<file path="config.mk">
export PLATFORM = sky130hd
export DESIGN_NAME = dram_ctrl
export DESIGN_NICKNAME = d
export VERILOG_FILES = /design/src/rtl/dram_pkg.sv /design/src/rtl/dram_refresh_timer.sv /design/src/rtl/dram_ctrl.sv
export SDC_FILE = /design/constraint.sdc
export NUM_CORES = 1
export LEC_CHECK = 0
export BUFFER_PORTS_ARGS = -buffer_cell sky130_fd_sc_hd__buf_2
export CORE_ASPECT_RATIO = 0.75
export CORE_MARGIN = 1.5
export CORE_UTILIZATION = 46
export DETAILED_ROUTE_END_ITERATION = 8
export PLACE_DENSITY = 0.81
export SLEW_MARGIN = 20
export SYNTH_ARGS = -nofsm -noshare
export SYNTH_HDL_FRONTEND = slang
export SYNTH_SLANG_ARGS = --single-unit
</file>
<file path="constraint.sdc">
create_clock -name clk -period 2.15 [get_ports clk]
set_clock_uncertainty 0.05 [all_clocks]
set_input_delay 0.43 -clock clk [delete_from_list [all_inputs] [get_ports clk]]
set_output_delay 0.43 -clock clk [all_outputs]
set_load 0.03 [all_outputs]
</file>
<file path="src/rtl/dram_pkg.sv">
// Shared types and helpers for the DRAM array controller.
// Row select is capped at MAX_ROWS word lines.
package dram_pkg;

  typedef enum logic [1:0] {
    IDLE,
    WRITE,
    READ,
    REFRESH
  } dram_state_t;

  localparam int ROWS_DEF = 8;
  localparam int COLS_DEF = 8;
  localparam int MAX_ROWS = 64;

  // Out-of-range index yields no selected row.
  function automatic logic [MAX_ROWS-1:0] onehot_row(
    input int idx,
    input int nrows
  );
    logic [MAX_ROWS-1:0] r;
    r = '0;
    if (idx >= 0 && idx < nrows && idx < MAX_ROWS)
      r = {{(MAX_ROWS-1){1'b0}}, 1'b1} << idx;
    return r;
  endfunction

endpackage

</file>
<file path="src/rtl/dram_refresh_timer.sv">
// Free-running refresh interval timer with a sticky pending flag.
// Used by dram_ctrl when DRAM_CTRL_REFRESH_EN is defined.
module dram_refresh_timer #(
  parameter int REFRESH_INTERVAL = 64
) (
  input  logic clk,
  input  logic rst,
  input  logic clear_pending,
  output logic refresh_pending
);

  localparam int CW = $clog2(REFRESH_INTERVAL);
  localparam logic [CW-1:0] RELOAD = CW'(REFRESH_INTERVAL - 1);

  logic [CW-1:0] cnt;
  logic          expire;

  assign expire = (cnt == '0);

  always_ff @(posedge clk) begin
    if (rst) begin
      cnt             <= RELOAD;
      refresh_pending <= 1'b0;
    end else begin
      cnt <= expire ? RELOAD : cnt - 1'b1;
      // An expiry coinciding with a clear must not be lost.
      if (expire)
        refresh_pending <= 1'b1;
      else if (clear_pending)
        refresh_pending <= 1'b0;
    end
  end

endmodule

</file>
<file path="src/rtl/dram_ctrl.sv">
// Host-to-array DRAM controller: read/write sequencing and refresh sweep.
// Optional feature macro: DRAM_CTRL_REFRESH_EN (refresh timer + REFRESH state).
module dram_ctrl
  import dram_pkg::*;
#(
  parameter int ROWS             = ROWS_DEF,
  parameter int COLS             = COLS_DEF,
  parameter int ADDR_W           = $clog2(ROWS),
  parameter int REFRESH_INTERVAL = 64
) (
  input  logic              clk,
  input  logic              rst,
  input  logic              req_valid,
  output logic              req_ready,
  input  logic              req_we,
  input  logic [ADDR_W-1:0] req_addr,
  input  logic [COLS-1:0]   req_wdata,
  output logic              rsp_valid,
  output logic [COLS-1:0]   rsp_rdata,
  output logic [ROWS-1:0]   word_line,
  output logic [COLS-1:0]   bit_line,
  output logic              read_en,
  output logic              write_en,
  output logic              refresh,
  input  logic [COLS-1:0]   data_in
);

  localparam logic [ADDR_W-1:0] LAST_ROW = ADDR_W'(ROWS - 1);

  dram_state_t       state, state_n;
  logic [ADDR_W-1:0] addr_q, addr_n;
  logic [ADDR_W-1:0] row_q, row_n;
  logic [ROWS-1:0]   wl_n;
  logic [COLS-1:0]   bl_n;
  logic              ren_n, wen_n, ref_n;
  logic [COLS-1:0]   din_clean;
  logic              addr_oor;

  function automatic logic [ROWS-1:0] row_sel(input logic [ADDR_W-1:0] a);
    logic [MAX_ROWS-1:0] w;
    w = onehot_row(int'(a), ROWS);
    return w[ROWS-1:0];
  endfunction

`ifdef DRAM_CTRL_REFRESH_EN
  logic refresh_pending;
  logic clear_pending;

  dram_refresh_timer #(
    .REFRESH_INTERVAL(REFRESH_INTERVAL)
  ) u_timer (
    .clk            (clk),
    .rst            (rst),
    .clear_pending  (clear_pending),
    .refresh_pending(refresh_pending)
  );

  assign req_ready = (state == IDLE) && !refresh_pending;
`else
  assign req_ready = (state == IDLE);
`endif

  assign addr_oor = int'(addr_q) >= ROWS;

  // Undriven bus bits (X/Z) read back as 0.
  always_comb begin
    din_clean = '0;
    for (int i = 0; i < COLS; i++)
      din_clean[i] = (data_in[i] === 1'b1);
  end

  always_comb begin
    state_n = state;
    addr_n  = addr_q;
    row_n   = row_q;
    wl_n    = '0;
    bl_n    = '0;
    ren_n   = 1'b0;
    wen_n   = 1'b0;
    ref_n   = 1'b0;
`ifdef DRAM_CTRL_REFRESH_EN
    clear_pending = 1'b0;
`endif
    unique case (state)
      IDLE: begin
`ifdef DRAM_CTRL_REFRESH_EN
        if (refresh_pending) begin
          state_n       = REFRESH;
          row_n         = '0;
          clear_pending = 1'b1;
          wl_n          = row_sel('0);
          ref_n         = 1'b1;
        end else
`endif
        if (req_valid && req_ready) begin
          addr_n = req_addr;
          wl_n   = row_sel(req_addr);
          if (req_we) begin
            state_n = WRITE;
            bl_n    = req_wdata;
            wen_n   = 1'b1;
          end else begin
            state_n = READ;
            ren_n   = 1'b1;
          end
        end
      end
      WRITE: state_n = IDLE;
      READ:  state_n = IDLE;
`ifdef DRAM_CTRL_REFRESH_EN
      REFRESH: begin
        if (row_q == LAST_ROW) begin
          state_n = IDLE;
        end else begin
          row_n = row_q + 1'b1;
          wl_n  = row_sel(row_n);
          ref_n = 1'b1;
        end
      end
`endif
      default: state_n = IDLE;
    endcase
  end

  always_ff @(posedge clk) begin
    if (rst) begin
      state     <= IDLE;
      addr_q    <= '0;
      row_q     <= '0;
      word_line <= '0;
      bit_line  <= '0;
      read_en   <= 1'b0;
      write_en  <= 1'b0;
      refresh   <= 1'b0;
      rsp_valid <= 1'b0;
      rsp_rdata <= '0;
    end else begin
      state     <= state_n;
      addr_q    <= addr_n;
      row_q     <= row_n;
      word_line <= wl_n;
      bit_line  <= bl_n;
      read_en   <= ren_n;
      write_en  <= wen_n;
      refresh   <= ref_n;
      rsp_valid <= (state == READ);
      if (state == READ)
        rsp_rdata <= addr_oor ? '0 : din_clean;
    end
  end

endmodule

</file>
**Yosys cells after proc, flatten, opt, wreduce, memory -nomap -nowiden**

Cells that the tools add are included.

- Equal/unequal tests: 9
- Shift-type cells: 1
- Mux-type cells: 3
- Bitwise gates (word level): 3
- Reductions and logical operators: 5

Operators by type and width:

| operator | count |
|---|---|
| $eqx 1x1->1 const B | 8 |
| $shl 1x3->8 const A | 1 |
| $reduce_or 4->1 | 1 |
| $not 1->1 | 3 |
| $reduce_or 3->1 | 1 |
| $eq 2x2->1 const B | 1 |
| $logic_not 2->1 | 1 |
| $mux 1 | 2 |
| $mux 2 | 1 |
| $reduce_or 2->1 | 1 |
| $logic_and 1x1->1 | 1 |

- Bits in registers: 29
- Input port bits: 23
- Output and inout bits: 29

**Depth between registers and ports, before layout**

Gate-level depths: netlist of the first run.

- Depth in word-level cells: 4
- Mapped depth: 3
- Depth with buffers taken out: 2

**Worst setup path before layout of the first run**

No wires, ideal clock.

- Path kind: input to register
- Start point: input rst
- End point: register word_line[4]
- Arrival time: 1,258 ps
- Required time: 2,013 ps
- Setup slack: 755 ps
- Stages on the path: 3
- Buffers on the path: 1
- Path through: or4b_1 buf_2 nor4b_2

- Word-level cells in the longest chain between the ends: 1

RTL lines:

| item | RTL line | text |
|---|---|---|
| start: declaration | dram_ctrl.sv:12 | `input logic rst,` |
| $reduce_or 3->1 (no source line) | - |  |
| end signal: assignment | dram_ctrl.sv:141 | `word_line <= wl_n;` |
| end: declaration | dram_ctrl.sv:20 | `output logic [ROWS-1:0] word_line,` |

No other way between the ends.
A chain may end at the register's enable or synchronous reset.

**Worst setup path after layout of the first run**

- Start point: register state[1]
- End point: output req_ready

- Word-level cells in the longest chain between the ends: 1

RTL lines:

| item | RTL line | text |
|---|---|---|
| start: declaration | dram_ctrl.sv:30 | `dram_state_t state, state_n;` |
| start signal: assignment | dram_ctrl.sv:138 | `state <= state_n;` |
| $logic_not 2->1 | - |  |
| end: declaration | dram_ctrl.sv:14 | `output logic req_ready,` |

No other way between the ends.

==> out/qor.yml, run 1 <==
finish:
  final_cell_mix: "buf_2 (50), dfxtp_1 (29)"
  diodes: 0
  final_nets: 162
  drive_above_1_share_pct: 42.9
  syn_to_final_growth_pct: 33.4
  final_area_um2: 1300
  final_common_cell: "buf_2"
floorplan:
  placementRows: 14
  die_area_um2: 2410
  pin_count: 52
  initial_core_util_pct: 48.9
  core-area_um2: 2000
  fp.dieH_um: 42.9
  die_w_um: 56.2
power_and_ir_drop:
  power_mw: 1.03
  clkPwrFrac_pct: 35.5
  power.switching_uw: 249
  internal_power_uw: 782
  p_sw_share_pct: 24.1
  leakagePower_nw: 0.646
  p_comb_share_pct: 10.2
  irDropWorstVdd_mv: 0.549
  p_per_area_nw_per_um2: 791
  power_frac_seq_pct: 54.2
clocking:
  holdBufCountCts: 0
  cts-buffers-inserted: 5
  clk-insertion-delay-late_ns: 0.31
  post_cts_resized: 0
  numClockSinks: 29
  clk_pin_slew_ns: 0.10
  post-cts-setup-buffer-count: 0
  cts-root-buf: "clkbuf_4"
  htree_levels: 2
  clk_path_buf_depth: 2
  cts_tree: "built"
placement:
  io_buffer_count: 50
  preCtsSetupSlack_ns: 0.443
  dp_hpwl_mm: 1.36
  gp_congestion: 0.693
  dpl_cell_area_um2: 1230
sta:
  rsz0062_at_grt: "no"
  slew_violations: 0
  hold_viol_final: 0
  fin_crit_ns: 1.62
  relSlewSlack_pct: 66.4
  finalSetupTns_ns: 0
  post-route-period-util_pct: 75.1
  fmax_ghz: 0.619
  worst_pin_slew_ns: 0.502
  setup_ws_ns: 0.535
  final-setup-viol-count: 0
worst_setup_path:
  rr_worst_depth: 2
  r2r_start: "state[1]"
  rrSetupSlack_ns: 0.59
  cp_top_family: "flip-flops"
  critical_path.startpoint_type: "register"
  critical_path.max_fanout: 12
  critPathKind: "reg -> out"
  required_ns: 1.67
  r2r-end: "word_line[1]"
  critPathBufInv: 1
  cp_slowest_cell: "dfxtp_1"
  cp_cell_sequence: "nor2_1, buf_2"
  cp.arrival_ns: 1.14
  slowest_delay_ns: 0.54
  cp-end-kind: "output port"
synthesis:
  synth_seq_cells: 29
  synth_cell_types: 20
  syn_avg_cell_area_um2: 11.1
  syn-num-nets: 111
  syn-cell-area_um2: 977
  syn_inst: 88
  yosys_warnings: 0
  synth-seq-area-share_pct: 59.4
route:
  avgViaCountPerCell: 4.82
  routedWlPerCell_um: 12.0
  first_pass_iters: 3
  antenna_left: 0
  drc_errors: 0
  routed_wl_mm: 1.97
  drt_iter0_markers: 22
  dr_total_vias: 790
grt:
  grt_max_degree: 20
  gr-total-overflow: 0
  grt_pass1_wl_mm: 3.08
  track_usage_pct: 17.4
  grt_pass1_vias: 677
  antenna_found_initial: 0
worst_hold_path:
  hold_path.class: "in -> reg"
  min_path_cells: 2
  min_from: "req_wdata[0]"
  hold_end: "bit_line[0]"
status:
  outcome: "finished clean"
job:
  maxCapViolCount: 0
-- power groups by stage --
stage,clock network (mW),logic (mW),registers [mW]
2_1_floorplan,0,0.0389,0.595
3_3_place_gp,0,0.103,0.571
3_5_place_dp,0,0.105,0.572
4_1_cts,0.374,0.105,0.559
5_1_grt,0.399,0.113,0.561
6_report,0.366,0.105,0.559
-- final cells by class --
type	count	area, µm²
multi-input combinational	52	365
timing repair buffer	51	258
fill	174	693
tap	24	30.0
clock buffer	7	65.1
clock inverter	1	5.00
sequential	29	581
-- sequential cells by signal, summed over array words and instances, names as in the netlist --
| name | flops |
|---|---|
| write_en | 1 |
| bit_line | 8 |
| state | 2 |
| rsp_rdata | 8 |
| word_line | 8 |
| rsp_valid | 1 |
| read_en | 1 |
-- cell families (layout without fill, tap and decap cells) --
kind of cell	after synthesis	in the layout	synth area share, %
other	1	1	0.384
buffers and inverters	7	59	3.20
AO/OA/AOI/OAI	8	8	4.10
flip-flops	29	29	59.4
AND/OR/NAND/NOR	43	43	32.9
-- metal layers --
| layer | up-vias | global-route usage, % | wire (µm) |
|---|---|---|---|
| li1 | 408 | - | - |
| met1 | 345 | 21.8 | 905 |
| met2 | 32 | 23.1 | 836 |
| met3 | 5 | 9.15 | 186 |
| met4 | 0 | 11.4 | 39 |
| met5 | - | 0 | 0 |
-- synthesized netlist by cell type --
master / n / share of area, %
and2_1: 2 / 1.3
and3_1: 8 / 5.1
and4b_1: 2 / 2.0
buf_2: 1 / 0.51
buf_4: 1 / 0.77
clkbuf_1: 5 / 1.9
conb_1: 1 / 0.38
dfxtp_1: 29 / 59
nand2_1: 1 / 0.38
nand2b_1: 8 / 5.1
nand3_1: 1 / 0.51
nand4bb_1: 8 / 9.2
nor2_1: 4 / 1.5
nor2b_1: 2 / 1.3
nor3_1: 1 / 0.51
nor4_1: 1 / 0.64
nor4b_1: 3 / 2.7
nor4b_2: 1 / 1.5
o21ai_0: 8 / 4.1
or4b_1: 1 / 1.0
-- metrics by stage --
step	hold WS (ns)	utilization (%)	std cells
2_1_floorplan	0.451	-	88
3_3_place_gp	0.407	61.8	156
3_5_place_dp	0.417	61.8	156
4_1_cts	0.283	65.3	164
5_1_grt	0.281	65.3	164
6_report	0.288	65.3	164
-- how the worst max path moves through the flow --
stage / start / end / slack (ns) / cells past startpoint
2_1_floorplan: rst / word_line[4] / 0.75 / 3
3_3_place_gp: rst / word_line[4] / 0.50 / 3
3_5_place_dp: rst / word_line[1] / 0.44 / 3
4_1_cts: state[1] / req_ready / 0.54 / 2
5_1_grt: state[1] / req_ready / 0.49 / 2
6_report: state[1] / req_ready / 0.53 / 2
Power figures use the tool's default switching activity.
==> inputs of run 2 (changes only) <==
CORE_UTILIZATION = 43   (was 46)
PLACE_DENSITY = 0.76   (was 0.81)
clock period = 1.55 ns   (was 2.15 ns; I/O delays follow)
==> run 2 against run 1 <==
Against the previous run:
- the run now ends with design-rule violations left
- critical path depth up 1
- critical path type unchanged
- highest routed layer unchanged
- sequential power up 38%
- cell count up 1.2%
==> out/qor.yml, run 2 (synthesis results as in run 1) <==
worst_setup_path:
  r2r-end: "word_line[1]"
  cp-end-kind: "output port"
  critPathKind: "reg -> out"
  cp.arrival_ns: 1.09  # -0.05 ns
  r2r_start: "state[1]"
  rrSetupSlack_ns: 0.21  # -0.38 ns
  required_ns: 1.19  # -0.48 ns
  rr_worst_depth: 2  # unchanged
  critical_path.max_fanout: 11  # -1
  critical_path.startpoint_type: "register"
finish:
  final_nets: 165  # +1.9%
  reg_top3: "bit_line: 8 flops, rsp_rdata: 8 flops, word_line: 8 flops"
  final_cell_mix: "buf_2 (50), dfxtp_1 (29)"
  final_common_cell: "buf_2"
  instances_no_fill: 166  # +1.2%
  syn_to_final_growth_pct: 34.6
  drive_above_1_share_pct: 43.7  # +0.80 points
  diodes: 0  # unchanged
  fill_cells: 177  # +1.7%
floorplan:
  die_w_um: 58.0  # +3.2%
  initial_core_util_pct: 47.3  # -1.7 points
  core-area_um2: 2070  # +3.5%
  fp.dieH_um: 44.3  # +3.2%
  pin_count: 52  # unchanged
  placementRows: 14  # unchanged
  die_area_um2: 2570  # +6.5%
power_and_ir_drop:
  irDropWorstVdd_mv: 0.535  # -2.5%
  p_per_area_nw_per_um2: 1050  # +33%
  leakagePower_nw: 0.653  # +1.1%
placement:
  dp_hpwl_mm: 1.54  # +13%
  io_buffer_count: 50  # unchanged
  dpl.cell_count: 159  # +1.9%
  gp_congestion: 0.683  # -1.4%
clocking:
  cts_tree: "built"
  clk_path_buf_depth: 2  # unchanged
  cts-buffers-inserted: 5  # unchanged
  post-cts-setup-buffer-count: 0  # unchanged
  cts-root-buf: "clkbuf_4"
  clk_pin_slew_ns: 0.09  # about the same
  numClockSinks: 29  # unchanged
  clk-insertion-delay-late_ns: 0.31  # about the same
  holdBufCountCts: 0  # unchanged
  htree_levels: 2  # unchanged
route:
  routed_wl_mm: 2.12  # +7.8%
  dr_total_vias: 813  # +2.9%
  drt_iter0_markers: 26  # +18%
  drc_errors: 3  # +3
  routedWlPerCell_um: 12.8  # +6.5%
  antenna_left: 0  # unchanged
  first_pass_iters: 6  # +3
  avgViaCountPerCell: 4.90  # +1.7%
worst_hold_path:
  min_path_cells: 2  # unchanged
  min_from: "req_wdata[1]"
  hold_path.class: "in -> reg"
  hold_end: "bit_line[1]"
grt:
  track_usage_pct: 18.2  # +0.77 points
  grt_pass1_wl_mm: 3.40  # +10%
  grt_max_degree: 19  # -5.0%
  antenna_found_initial: 0  # unchanged
  gr-total-overflow: 0  # unchanged
  grt_pass1_vias: 769  # +14%
sta:
  final-setup-viol-count: 0  # unchanged
  fmax_ghz: 0.688
  rsz0062_at_grt: "no"
  post-route-period-util_pct: 93.7
  hold_viol_final: 0  # unchanged
  fin_crit_ns: 1.45
  finalSetupTns_ns: 0  # unchanged
  slew_violations: 0  # unchanged
status:
  violations: "design-rule violations"
  outcome: "finished with violations"
job:
  maxCapViolCount: 0  # unchanged
-- run 2: cell count changes in the layout (fill, tap and decap cells not counted) --
| cell | before | now |
|---|---|---|
| or4b_1 | 1 | 0 |
| clkbuf_1 | 0 | 1 |
| clkinv_2 | 1 | 0 |
| buf_4 | 1 | 4 |
| or4b_4 | 0 | 1 |
| clkbuf_8 | 2 | 1 |
-- run 2: worst max-delay path by stage --
| stage | startpoint | endpoint | slack, ns | cells past startpoint |
|---|---|---|---|---|
| finish | state[1] | req_ready | 0.1 | 3 |
| global route | state[1] | req_ready | 0.05 | 3 |
| CTS | state[1] | word_line[2] | 0.07 | 2 |
| detailed placement | rst | word_line[1] | 0.01 | 3 |
| global placement | rst | word_line[2] | 0.10 | 3 |
| floorplan | state[1] | word_line[4] | 0.24 | 3 |
-- run 2: cell type report --
cell class | instances | area, µm² | share of cell area, %
sequential | 29 | 581 | 44.1
multi-input combinational | 52 | 369 | 28.1
timing repair buffer | 54 | 280 | 21.3
clock buffer | 7 | 55.1 | 4.19
tap | 24 | 30.0 | 2.28
-- run 2: repair_timing --
| action | CTS | global route |
|---|---|---|
| endpoints found under the hold margin | 0 | 0 |
| endpoints found under the setup margin | 0 | 1 |
| resized for setup | 0 | 1 |
-- run 2: worst max-delay path, cell delays in order (launching register included) --
cell,delay (ns)
dfxtp_1,0.32
buf_4,0.17
nor2_1,0.09
buf_2,0.19
-- run 2: stage by stage --
stage / power, mW / utilization, % / hold WS (ns) / area, µm² / setup WS (ns)
detailed placement: 0.947 / 60.8 / 0.416 / 1260 / 0.0106
CTS: 1.39 / 63.4 / 0.169 / 1310 / 0.0707
global placement: 0.941 / 60.8 / 0.407 / 1260 / 0.100
floorplan: 0.880 / - / 0.331 / 977 / 0.244
finish: 1.38 / 63.6 / 0.178 / 1320 / 0.0972
global route: 1.45 / 63.6 / 0.160 / 1320 / 0.0470
-- run 2: routing by layer --
layer	share of wire, %	GRT usage (%)	vias up	routed length, µm
li1	-	-	413	-
met1	46	22.8	370	983
met2	46	27.7	25	979
met3	5.9	6.43	5	126
met4	1.5	9.77	0	32
met5	0	0	-	0
-- run 2: power breakdown --
part           switching (mW)  total, mW  internal, mW  leakage [nW]
combinational          0.0961      0.159        0.0633         0.386
clock                   0.235      0.449         0.214        0.0314
sequential            0.00626      0.771         0.765         0.235
==> inputs of run 3 (changes only) <==
CORE_UTILIZATION = 46   (was 43)
PLACE_DENSITY = 0.81   (was 0.76)
clock period = 1.8 ns   (was 1.55 ns; I/O delays follow)
==> run 3 against run 2 <==
Against the previous run:
- the run now ends clean
- non-clock buffer count is the same
- power fell by 15%
- first-iteration DRC count down 50%
- register-to-register slack gained 0.17 ns
- sequential share of layout area up 0.13 points
- routed wire length decreased by 8.5%
- global-route usage fell by 1.4 points
- cell area down 0.29%
- setup slack better by 0.23 ns
- worst hold slack improved by 0.061 ns
- largest cell class unchanged
- largest power group unchanged
==> out/qor.yml, run 3 (synthesis results as in run 1) <==
placement:
  gp_congestion: 0.684  # +0.12%
  io_buffer_count: 50  # unchanged
  dp_hpwl_mm: 1.43  # -7.3%
  preCtsSetupSlack_ns: 0.248  # +0.237 ns
worst_hold_path:
  hold_end: "bit_line[5]"
  hold_path.class: "in -> reg"
  min_path_cells: 2  # unchanged
  min_from: "req_wdata[5]"
worst_setup_path:
  r2r_start: "state[1]"
  rrSetupSlack_ns: 0.38  # +0.17 ns
  cp.arrival_ns: 1.06  # -0.03 ns
  r2r-end: "word_line[1]"
  required_ns: 1.39  # +0.20 ns
  cp_top_family: "buffers and inverters"
  critical_path.startpoint_type: "register"
  critPathBufInv: 2  # unchanged
  cp_slowest_cell: "dfxtp_1"
  slowest_delay_ns: 0.31  # about the same
  critPathKind: "reg -> out"
  rr_worst_depth: 2  # unchanged
  cp-end-kind: "output port"
  cp_cell_sequence: "buf_4, nor2_1, buf_2"
  critical_path.max_fanout: 11  # unchanged
route:
  avgViaCountPerCell: 4.77  # -2.6%
  routed_wl_mm: 1.94  # -8.5%
  antenna_left: 0  # unchanged
  drc_errors: 0  # -3
  dr_total_vias: 792  # -2.6%
  first_pass_iters: 4  # -2
  routedWlPerCell_um: 11.7  # -8.5%
  drt_iter0_markers: 13  # -50%
clocking:
  numClockSinks: 29  # unchanged
  clk-insertion-delay-late_ns: 0.30  # about the same
  cts-buffers-inserted: 5  # unchanged
  post_cts_resized: 0  # unchanged
  cts_tree: "built"
  post-cts-setup-buffer-count: 0  # unchanged
  htree_levels: 2  # unchanged
  holdBufCountCts: 0  # unchanged
  cts-root-buf: "clkbuf_4"
  clk_pin_slew_ns: 0.08  # about the same
  clk_path_buf_depth: 2  # unchanged
floorplan:
  pin_count: 52  # unchanged
  die_w_um: 56.2  # -3.1%
  core-area_um2: 2000  # -3.4%
  placementRows: 14  # unchanged
  fp.dieH_um: 42.9  # -3.1%
  initial_core_util_pct: 48.9  # +1.7 points
  die_area_um2: 2410  # -6.1%
finish:
  final_common_cell: "buf_2"
  reg_top3: "bit_line: 8 flops, rsp_rdata: 8 flops, word_line: 8 flops"
  fill_cells: 173  # -2.3%
  syn_to_final_growth_pct: 34.2
  diodes: 0  # unchanged
  drive_above_1_share_pct: 43.0  # -0.70 points
  final_cell_mix: "buf_2 (50), dfxtp_1 (29)"
  final_util_pct: 65.7  # +2.0 points
  final_nets: 165  # unchanged
grt:
  track_usage_pct: 16.8  # -1.4 points
  gr-total-overflow: 0  # unchanged
  grt_util_met3_pct: 8.23  # +1.8 points
  globalRouteMet1Util_pct: 21.8  # -0.93 points
  grt_pass1_vias: 672  # -13%
  grt_pass1_wl_mm: 3.02  # -11%
  grt_max_degree: 19  # unchanged
  met2_usage_pct: 23.8  # -4.0 points
  grt.busiest_layer: "met2"
  antenna_found_initial: 0  # unchanged
job:
  maxCapViolCount: 0  # unchanged
sta:
  fmax_ghz: 0.679
  slew_violations: 0  # unchanged
  relSlewSlack_pct: 65.4
  finalSetupTns_ns: 0  # unchanged
  post-route-period-util_pct: 81.8
  worst_pin_slew_ns: 0.518
  whs_ns: 0.240  # +0.0613 ns
  fin_crit_ns: 1.47
  rsz0062_at_grt: "no"
  setup_ws_ns: 0.327  # +0.230 ns
  hold_viol_final: 0  # unchanged
  final-setup-viol-count: 0  # unchanged
power_and_ir_drop:
  leakagePower_nw: 0.651  # -0.21%
  power_mw: 1.18  # -15%
  irDropWorstVdd_mv: 0.545  # +2.0%
  p_per_area_nw_per_um2: 896  # -15%
status:
  outcome: "finished clean"
## run 3: cell counts in the layout (fill, tap and decap cells not counted)
Identical to the previous run, type by type.
## run 3: worst max path at each step
stage	to	from	depth (start not counted)	slack, ns
final	req_ready	state[1]	3	0.33
after global routing	word_line[2]	state[1]	2	0.23
after CTS	req_ready	state[1]	3	0.32
after detailed placement	word_line[2]	rst	3	0.25
after global placement	word_line[4]	rst	3	0.30
after floorplan	word_line[4]	rst	3	0.47
## run 3: worst reg2reg max path, stage by stage, from the launching register on
cell     delay (ns)
dfxtp_1        0.31
or4b_1         0.67
nor4b_1        0.29
## run 3: area by class of cell
type / instances / area [µm²] / share of cell area (%)
multi-input cells: 52 / 365 / 27.9
well taps: 24 / 30.0 / 2.29
clock buffers: 7 / 55.1 / 4.20
flip-flops and latches: 29 / 581 / 44.3
repair buffers: 54 / 280 / 21.4
## run 3: stage by stage
step	cell area, µm²	cells
2_1_floorplan	977	88
4_1_cts	1310	166
6_report	1310	166
3_5_place_dp	1260	159
3_3_place_gp	1260	159
5_1_grt	1310	166
## run 3: where the power goes
part	switching (mW)	total [mW]	internal, mW
clock	0.193	0.377	0.184
sequential	0.00566	0.664	0.658
combinational	0.0805	0.134	0.0532
total	0.280	1.18	0.896
## run 3: layer usage
layer | wire length (µm) | up-vias
met5 | 0 | -
met4 | 13 | 0
met3 | 171 | 2
met2 | 810 | 30
met1 | 947 | 346
li1 | - | 414
